==> src/rtl/pipe_tag_tracker.sv <==
// pipe_tag_tracker: per-stage transaction-tag tracker for the core pipeline.
// Issues non-zero tags into stage 0, moves tag+valid between stages on the
// per-stage advance strobes, checks in-order retirement at the last stage and
// flags live tags that get overwritten before release. Observes only.
module pipe_tag_tracker #(
  parameter int STAGES = 6,
  parameter int TAG_W  = 6
) (
  input  logic                          clk,
  input  logic                          rstn,
  input  logic                          issue,
  input  logic [STAGES-1:0]             adv,
  input  logic [STAGES-1:0]             rem,
  input  logic                          flush,
  input  logic                          clr_err,
  output logic [STAGES*TAG_W-1:0]       tag_o,
  output logic [STAGES-1:0]             valid_o,
  output logic [$clog2(STAGES+1)-1:0]   occ_o,
  output logic                          order_err,
  output logic                          drop_err,
  output logic [TAG_W-1:0]              err_tag
);

  localparam int OCC_W = $clog2(STAGES + 1);
  localparam int LAST  = STAGES - 1;

  logic [TAG_W-1:0]  t_q [STAGES];
  logic [TAG_W-1:0]  t_d [STAGES];
  logic [STAGES-1:0] v_q, v_d;
  logic [TAG_W-1:0]  cnt_q, cnt_d;
  logic [TAG_W-1:0]  exp_q, exp_d;
  logic              order_err_q, order_err_d;
  logic              drop_err_q, drop_err_d;
  logic [TAG_W-1:0]  err_tag_q, err_tag_d;

  logic [STAGES-1:0] load;
  logic [STAGES-1:0] drain;
  logic [TAG_W-1:0]  nxt_tag;
  logic              retire;
  logic              order_hit;
  logic              drop_hit;
  logic [TAG_W-1:0]  drop_tag;
  logic              capture_ok;
  logic              unused_adv0;

  assign unused_adv0 = adv[0];

  // Tag increment modulo 2**TAG_W that never produces the empty tag 0.
  function automatic logic [TAG_W-1:0] inc(input logic [TAG_W-1:0] x);
    return (x == {TAG_W{1'b1}}) ? TAG_W'(1) : x + TAG_W'(1);
  endfunction

  assign nxt_tag = inc(cnt_q);

  // Which stages are being loaded this cycle and which are being drained by the stage after.
  always_comb begin
    load     = adv;
    load[0]  = issue;
    drain    = '0;
    for (int unsigned s = 0; s < STAGES - 1; s++) begin
      drain[s] = adv[s+1];
    end
  end

  // Stage contents: flush > issue/adv > rem > hold; adv reads pre-edge values.
  always_comb begin
    v_d = v_q;
    t_d = t_q;
    if (flush) begin
      v_d = '0;
      if (issue) begin
        v_d[0] = 1'b1;
        t_d[0] = nxt_tag;
      end
    end else begin
      if (issue) begin
        v_d[0] = 1'b1;
        t_d[0] = nxt_tag;
      end else if (rem[0]) begin
        v_d[0] = 1'b0;
      end
      for (int unsigned s = 1; s < STAGES; s++) begin
        if (adv[s]) begin
          v_d[s] = v_q[s-1];
          t_d[s] = t_q[s-1];
        end else if (rem[s]) begin
          v_d[s] = 1'b0;
        end
      end
    end
  end

  // Lost-tag detection; when several stages drop at once the lowest stage's tag is reported.
  always_comb begin
    drop_hit = 1'b0;
    drop_tag = '0;
    for (int unsigned s = 0; s < STAGES; s++) begin
      if (!flush && !drop_hit && v_q[s] && !rem[s] && !drain[s] && load[s]) begin
        drop_hit = 1'b1;
        drop_tag = t_q[s];
      end
    end
  end

  // Tag counter, expected-retire tag, sticky error flags and first-error tag.
  always_comb begin
    retire     = rem[LAST] & v_q[LAST] & ~flush;
    order_hit  = retire && (t_q[LAST] != exp_q);
    cnt_d      = issue ? nxt_tag : cnt_q;
    exp_d      = exp_q;
    if (flush) begin
      exp_d = nxt_tag;
    end else if (retire) begin
      exp_d = inc(t_q[LAST]);
    end
    capture_ok  = clr_err | (~order_err_q & ~drop_err_q);
    order_err_d = (order_err_q & ~clr_err) | order_hit;
    drop_err_d  = (drop_err_q & ~clr_err) | drop_hit;
    err_tag_d   = clr_err ? '0 : err_tag_q;
    if (capture_ok && (order_hit || drop_hit)) begin
      err_tag_d = order_hit ? t_q[LAST] : drop_tag;
    end
  end

  // State registers.
  always_ff @(posedge clk or negedge rstn) begin
    if (!rstn) begin
      for (int unsigned s = 0; s < STAGES; s++) begin
        t_q[s] <= '0;
      end
      v_q         <= '0;
      cnt_q       <= '0;
      exp_q       <= TAG_W'(1);
      order_err_q <= 1'b0;
      drop_err_q  <= 1'b0;
      err_tag_q   <= '0;
    end else begin
      for (int unsigned s = 0; s < STAGES; s++) begin
        t_q[s] <= t_d[s];
      end
      v_q         <= v_d;
      cnt_q       <= cnt_d;
      exp_q       <= exp_d;
      order_err_q <= order_err_d;
      drop_err_q  <= drop_err_d;
      err_tag_q   <= err_tag_d;
    end
  end

  // Output view: masked tags and occupancy count.
  always_comb begin
    occ_o = '0;
    for (int unsigned s = 0; s < STAGES; s++) begin
      tag_o[s*TAG_W +: TAG_W] = v_q[s] ? t_q[s] : '0;
      occ_o = occ_o + {{(OCC_W-1){1'b0}}, v_q[s]};
    end
  end

  assign valid_o   = v_q;
  assign order_err = order_err_q;
  assign drop_err  = drop_err_q;
  assign err_tag   = err_tag_q;

endmodule

==> config.mk <==
export PLATFORM = sky130hd
export DESIGN_NAME = pipe_tag_tracker
export DESIGN_NICKNAME = d
export VERILOG_FILES = /design/src/rtl/pipe_tag_tracker.sv
export SDC_FILE = /design/constraint.sdc
export NUM_CORES = 1
export LEC_CHECK = 0
export CAP_MARGIN = 40
export CORE_AREA = 5 5 104 67
export CTS_BUF_LIST = sky130_fd_sc_hd__clkbuf_8
export DETAILED_ROUTE_END_ITERATION = 16
export DIE_AREA = 0 0 109 72
export PLACE_DENSITY = 0.87
export SLEW_MARGIN = 0
export SYNTH_ARGS = -nofsm -noshare
export SYNTH_HDL_FRONTEND = slang
export SYNTH_SLANG_ARGS = --single-unit
==> constraint.sdc <==
create_clock -name clk -period 6.9 [get_ports clk]
set_input_delay 1.035 -clock clk [delete_from_list [all_inputs] [get_ports clk]]
set_output_delay 1.035 -clock clk [all_outputs]
set_load 0.005 [all_outputs]
==> results of run 1 <==
-- synthesized netlist by cell type (3+ instances only) --
| cell | count |
|---|---|
| buf_2 | 5 |
| clkbuf_1 | 8 |
| xor2_1 | 7 |
| a21oi_1 | 17 |
| xnor2_1 | 7 |
| nand3_1 | 8 |
| inv_1 | 12 |
| and2_2 | 6 |
| fa_1 | 3 |
| dfrtp_1 | 55 |
| nand2_1 | 17 |
| a22oi_1 | 10 |
| ha_1 | 3 |
| mux2i_1 | 12 |
| nor2b_1 | 4 |
| mux2_2 | 31 |
| nor2_1 | 9 |
| buf_6 | 3 |
| and2_1 | 31 |
| o211ai_1 | 7 |
| nand2b_1 | 7 |
| o21ai_0 | 7 |
-- layout make-up --
type | instances | area (sq um) | share of cell area, %
clock buffers | 5 | 68.8 | 1.69
inverters | 12 | 45.0 | 1.11
repair buffers | 69 | 683 | 16.8
flip-flops and latches | 56 | 1400 | 34.4
well taps | 84 | 105 | 2.58
multi-input cells | 223 | 1730 | 42.4
clock inverters | 3 | 42.5 | 1.04
-- metal layers --
layer / part of all wire, % / vias to the layer above / track usage, % / wire (microns)
met5: 0 / - / 0 / 0
met4: 1.6 / 0 / 5.74 / 133
met3: 8.4 / 15 / 3.91 / 680
met2: 46 / 97 / 32.2 / 3750
met1: 44 / 1266 / 31.9 / 3530
li1: - / 1194 / - / -
-- registers in the layout, indices dropped and copies added, names as in the netlist --
signal	count
cnt_q	6
exp_q	6
t_q	30
drop_err	1
order_err	1
valid_o	6
err_tag	6
-- cells by family after synthesis --
family          synth area share, %
compound gates                 12.9
xor+xnor                       3.75
fa+ha+maj                      2.99
buf+inv                        4.25
flops                          42.9
mux                            14.4
simple gates                   18.8
-- through the flow --
step | utilization, % | power, mW
final | 68.9 | 1.15
after global routing | 68.9 | 1.21
after CTS | 68.9 | 1.15
after detailed placement | 67.0 | 0.933
after global placement | 67.0 | 0.905
after floorplan | - | 0.788
-- worst max path at each step --
| stage | end | slack (ns) | start | depth (start not counted) |
|---|---|---|---|---|
| 4_1_cts | occ_o[1] | 2.69 | valid_o[1] | 7 |
| 5_1_grt | occ_o[1] | 2.62 | valid_o[0] | 7 |
| 6_report | occ_o[1] | 2.71 | valid_o[1] | 7 |
| 3_5_place_dp | err_tag[4] | 2.96 | flush | 6 |
| 2_1_floorplan | occ_o[1] | 3.67 | valid_o[0] | 6 |
| 3_3_place_gp | err_tag[1] | 3.05 | flush | 6 |
-- worst register-to-register path, stage by stage (launching register included) --
cell     delay (ns)
dfrtp_1        0.54
xor2_1         0.23
nor4_1         0.27
a311o_1        0.34
o41a_1         0.44
mux2i_1        0.26
mux2i_1        0.10
-- report_power, final --
group	total (mW)	switching, mW	internal, mW
Clock	0.217	0.109	0.108
Combinational	0.308	0.120	0.188
Sequential	0.621	0.178	0.443
Total	1.15	0.407	0.740
==> metrics.yaml, run 1 <==
outcome: "finished, final reports clean"
start_util_pct: 55.2
worst-path-max-fanout: 11
reg2reg_depth: 6
cts_buffers: 5
finalCritPeriodShare_pct: 60.7
gp_congestion: 0.866
fin_crit_ns: 4.19
die_area_sq_um: 7850
critPathCaptureType: "output pin"
reg2reg_from: "t_q[2]"
final_common_cell: "clkdlybuf4s50_1"
cts_tree: "built"
antenna_cells: 0
layout.nets: 390
irDropWorstVdd_mv: 0.185
die_y_microns: 72
yosysTopAreaCellShare_pct: 42.1
cts_root_buf: "clkbuf_8"
final_max_slew_viol_count: 0
cp-start-kind: "flop"
grt_max_degree: 57
grt_pass1_vias: 2601
avgViaCountPerCell: 5.69
ant_nets: 0
crit_path_top_delay_cell: "fa_1"
post_cts_buffers: 0
insertion_delay_ns: 0.31
cts_max_path_buffers: 2
fill_cells: 471
grt_usage_pct: 21.4
async_flop_share_pct: 100
netlist_instances: 308
synth_flop_cell: "dfrtp_1"
hpwl_mm: 6.20
core_region_area_sq_um: 5920
cts_sinks: 56
total_leakage_power_nw: 1.66
setup_violations: 0
wirelength_mm: 8.10
cts_resized: 0
yosysWarnings: 0
synth_nets: 331
whs_endpoint: "err_tag[1]"
path_clk_slew_ns: 0.10
rr_endpoint: "err_tag[4]"
ios: 70
worstPathArrival_ns: 3.15
netlist-cell-type-count: 55
cap_violations: 0
synth-seq-cells: 56
drt_iter0_drc: 107
crit_path_cell_trace: "fa_1 -> inv_1 -> fa_1 -> inv_1 -> ha_1 -> fa_1 -> clkdlybuf4s50_1"
dpl-instance-area_sq_um: 3960
crit_path_max_incr_delay_ns: 0.57
fin_cells: 452
h-tree-depth: 2
stdcell_area_sq_um: 4080
slew-limit-headroom_pct: 41.6
die_w_microns: 109
num_rows: 22
cpMostUsedCell: "fa_1"
synth_area_sq_um: 3270
worstSetupPathType: "reg2out"
grt_first_pass_wirelength_mm: 13.1
powerDensity_nw_per_um2: 281
postSynthAreaPerCell_sq_um: 10.6
min_path_type: "reg2reg"
dp_cells: 444
synth_largest_area_cell: "dfrtp_1"
mostFrequentLayoutCells: "67 x clkdlybuf4s50_1, 55 x dfrtp_1, 31 x and2_1, 31 x mux2_2"
port-buffer-count: 68
hp-start: "err_tag[1]"
setup_tns_ns: 0
crit_buf_inv: 3
drc: 0
routed-via-count: 2572
wl_per_cell_microns: 17.9
synthTopCellsByArea: "dfrtp_1 42%, mux2_2 11%, and2_1 5.9%"
ys_seq_area_share_pct: 42.9
finalHoldViolCount: 0
critPathTopFamily: "adder cells"
cp.required_ns: 5.86
drive_gt1_share_pct: 15.2
syn2layout_area_growth_pct: 24.6
synth-edff-count: 0
timing.final.ws_setup_ns: 2.71
dr.pass1.iters: 4
antenna_found_initial: 0
rsz0062_at_grt: "no"
grt-ovfl-total: 0
fmax_mhz: 239
tightest_slew_ns: 0.873
reg2reg_slack_ns: 4.61
skew_ns: 0.0129
holdBufCountCts: 0
fin_hold_ws_ns: 0.546
place_ws_ns: 2.96
whs_path_depth: 2
(Power assumes the default switching activity.)
==> inputs of run 2 (changes only) <==
--- a/config.mk
+++ b/config.mk
@@ -6,11 +6,11 @@
 export NUM_CORES = 1
 export LEC_CHECK = 0
 export CAP_MARGIN = 40
-export CORE_AREA = 5 5 104 67
+export CORE_AREA = 5 5 108 69
 export CTS_BUF_LIST = sky130_fd_sc_hd__clkbuf_8
 export DETAILED_ROUTE_END_ITERATION = 16
-export DIE_AREA = 0 0 109 72
-export PLACE_DENSITY = 0.87
+export DIE_AREA = 0 0 113 74
+export PLACE_DENSITY = 0.81
 export SLEW_MARGIN = 0
 export SYNTH_ARGS = -nofsm -noshare
 export SYNTH_HDL_FRONTEND = slang
==> constraint.sdc (replaced) <==
create_clock -name clk -period 4.11 [get_ports clk]
set_input_delay 0.6165 -clock clk [delete_from_list [all_inputs] [get_ports clk]]
set_output_delay 0.6165 -clock clk [all_outputs]
set_load 0.005 [all_outputs]
==> run 2 against run 1 <==
Setup slack got worse by 2.4 ns. Cell area is essentially flat. Sequential power grew 67%. Sequential share of layout area is essentially flat. Sequential cell count is the same. Total power increased by 64%. First-iteration DRC count is 57% higher. Highest routed layer unchanged. Clock power up 48%. Hold slack got worse by 0.31 ns.
==> metrics.yaml, run 2 (synthesis results as in run 1) <==
mostFrequentLayoutCells: "67 x clkdlybuf4s50_1, 55 x dfrtp_1, 31 x and2_1, 31 x mux2_2"
fmax_mhz: 263
h-tree-depth: 2  # unchanged
grt_first_pass_wirelength_mm: 13.2  # +0.80%
worst-path-max-fanout: 11  # unchanged
finalCritPeriodShare_pct: 92.5
grt_pass1_vias: 2556  # -1.7%
fin_crit_ns: 3.80
switching_share_pct: 36.9  # +1.4 points
largest_register: "t_q"
irDropWorstVdd_mv: 0.244  # +32%
dp_cells: 449  # +1.1%
p_sw_uw: 693  # +70%
seq_power_share_pct: 55.6  # +1.4 points
holdBufCountCts: 0  # unchanged
final_common_cell: "clkdlybuf4s50_1"
stdcell_area_sq_um: 4080  # about the same
final_max_slew_viol_count: 0  # unchanged
syn2layout_area_growth_pct: 24.7  # about the same
internal-power_mw: 1.19  # +60%
cts_root_buf: "clkbuf_8"
pwr-share-comb_pct: 27.3  # +0.4 points
antenna_cells: 0  # unchanged
gp_congestion: 0.847  # -2.2%
die_y_microns: 74  # +2.8%
hpwl_mm: 6.10  # -1.7%
slew-limit-headroom_pct: 60.5  # +19 points
cts_tree: "built"
critPathTopFamily: "adder cells"
place_ws_ns: 0.682  # -2.28 ns
cts_max_path_buffers: 2  # unchanged
insertion_delay_ns: 0.32  # about the same
critPathCaptureType: "output pin"
num_rows: 23  # +4.5%
crit_path_top_delay_cell: "fa_1"
cpMostUsedCell: "fa_1"
path_clk_slew_ns: 0.11  # about the same
tightest_slew_ns: 0.592  # -0.281 ns
cts_resized: 0  # unchanged
total_leakage_power_nw: 1.65  # -0.46%
core_region_area_sq_um: 6420  # +8.4%
finalHoldViolCount: 0  # unchanged
layout.nets: 392  # +0.51%
grt-ovfl-total: 0  # unchanged
cp.required_ns: 3.49  # -2.37 ns
dr.pass1.iters: 4  # unchanged
setup_tns_ns: 0  # unchanged
min_path_type: "in2async"
cts_buffers: 5  # unchanged
drc: 0  # unchanged
crit_buf_inv: 3  # unchanged
timing.final.ws_setup_ns: 0.308  # -2.40 ns
post_cts_buffers: 0  # unchanged
drt_iter0_drc: 168  # +57%
die_area_sq_um: 8360  # +6.5%
antenna_found_initial: 0  # unchanged
port-buffer-count: 68  # unchanged
die_w_microns: 113  # +3.7%
rsz0062_at_grt: "no"
ant_nets: 0  # unchanged
outcome: "finished, final reports clean"
cts_sinks: 56  # unchanged
wl_per_cell_microns: 17.3  # -3.5%
wirelength_mm: 7.90  # -2.4%
setup_violations: 0  # unchanged
routed-via-count: 2573  # +0.039%
dpl-instance-area_sq_um: 3980  # +0.47%
grt_usage_pct: 20.1  # -1.3 points
cp-start-kind: "flop"
largest_reg_flops: 30  # unchanged
crit_path_cell_trace: "fa_1 -> inv_1 -> fa_1 -> inv_1 -> ha_1 -> fa_1 -> clkdlybuf4s50_1"
ios: 70  # unchanged
drive_gt1_share_pct: 15.9  # +0.73 points
cap_violations: 0  # unchanged
grt_max_degree: 35  # -39%
reg2reg_slack_ns: 1.78  # -2.83 ns
start_util_pct: 50.9  # -4.3 points
powerDensity_nw_per_um2: 461  # +64%
avgViaCountPerCell: 5.63  # -1.1%
fin_hold_ws_ns: 0.240  # -0.305 ns
fin_util_pct: 63.5  # -5.3 points
worstSetupPathType: "reg2out"
p_clk_share_pct: 17.1  # -1.9 points
worstPathArrival_ns: 3.19  # +0.04 ns
total_power_mw: 1.88  # +64%
crit_path_max_incr_delay_ns: 0.56  # about the same
fin_cells: 457  # +1.1%
skew_ns: 0.0107  # -0.00221 ns
run 2: cell type report:
type | count | area, sq um
fillers | 534 | 2340
inverters | 12 | 45.0
clock buffers | 5 | 68.8
clock inverters | 3 | 26.3
repair buffers | 71 | 698
flip-flops and latches | 56 | 1400
multi-input cells | 223 | 1730
well taps | 87 | 109
run 2: routing by layer:
| layer | wire [microns] | GRT usage, % | up-vias |
|---|---|---|---|
| li1 | - | - | 1211 |
| met1 | 3480 | 29.2 | 1266 |
| met2 | 3550 | 31.2 | 88 |
| met3 | 803 | 4.72 | 8 |
| met4 | 63 | 4.53 | 0 |
| met5 | 0 | 0 | - |
run 2: worst paths after layout:
path,start,endpoint,cells past startpoint
max,valid_o[1],occ_o[1],7
min,rstn,t_q[10],1
max reg2reg,t_q[3],err_tag[4],6
min reg2reg,t_q[17],t_q[11],1
max in group asynchronous,rstn,exp_q[0],2
min in group clk,t_q[17],t_q[11],1
run 2: power by group through the flow:
| stage | Clock [mW] | Combinational, mW | Sequential, mW |
|---|---|---|---|
| detailed placement | 0 | 0.516 | 1.05 |
| global placement | 0 | 0.496 | 1.04 |
| finish | 0.322 | 0.512 | 1.04 |
| global route | 0.353 | 0.580 | 1.08 |
| CTS | 0.330 | 0.519 | 1.04 |
| floorplan | 0 | 0.443 | 0.881 |
run 2: worst register-to-register path: stages (launching register included):
cell and delay (ns):
dfrtp_1 0.52, xor2_1 0.21, nor4_1 0.37, a311o_1 0.33
o41a_1 0.44, mux2i_1 0.25, mux2i_1 0.09
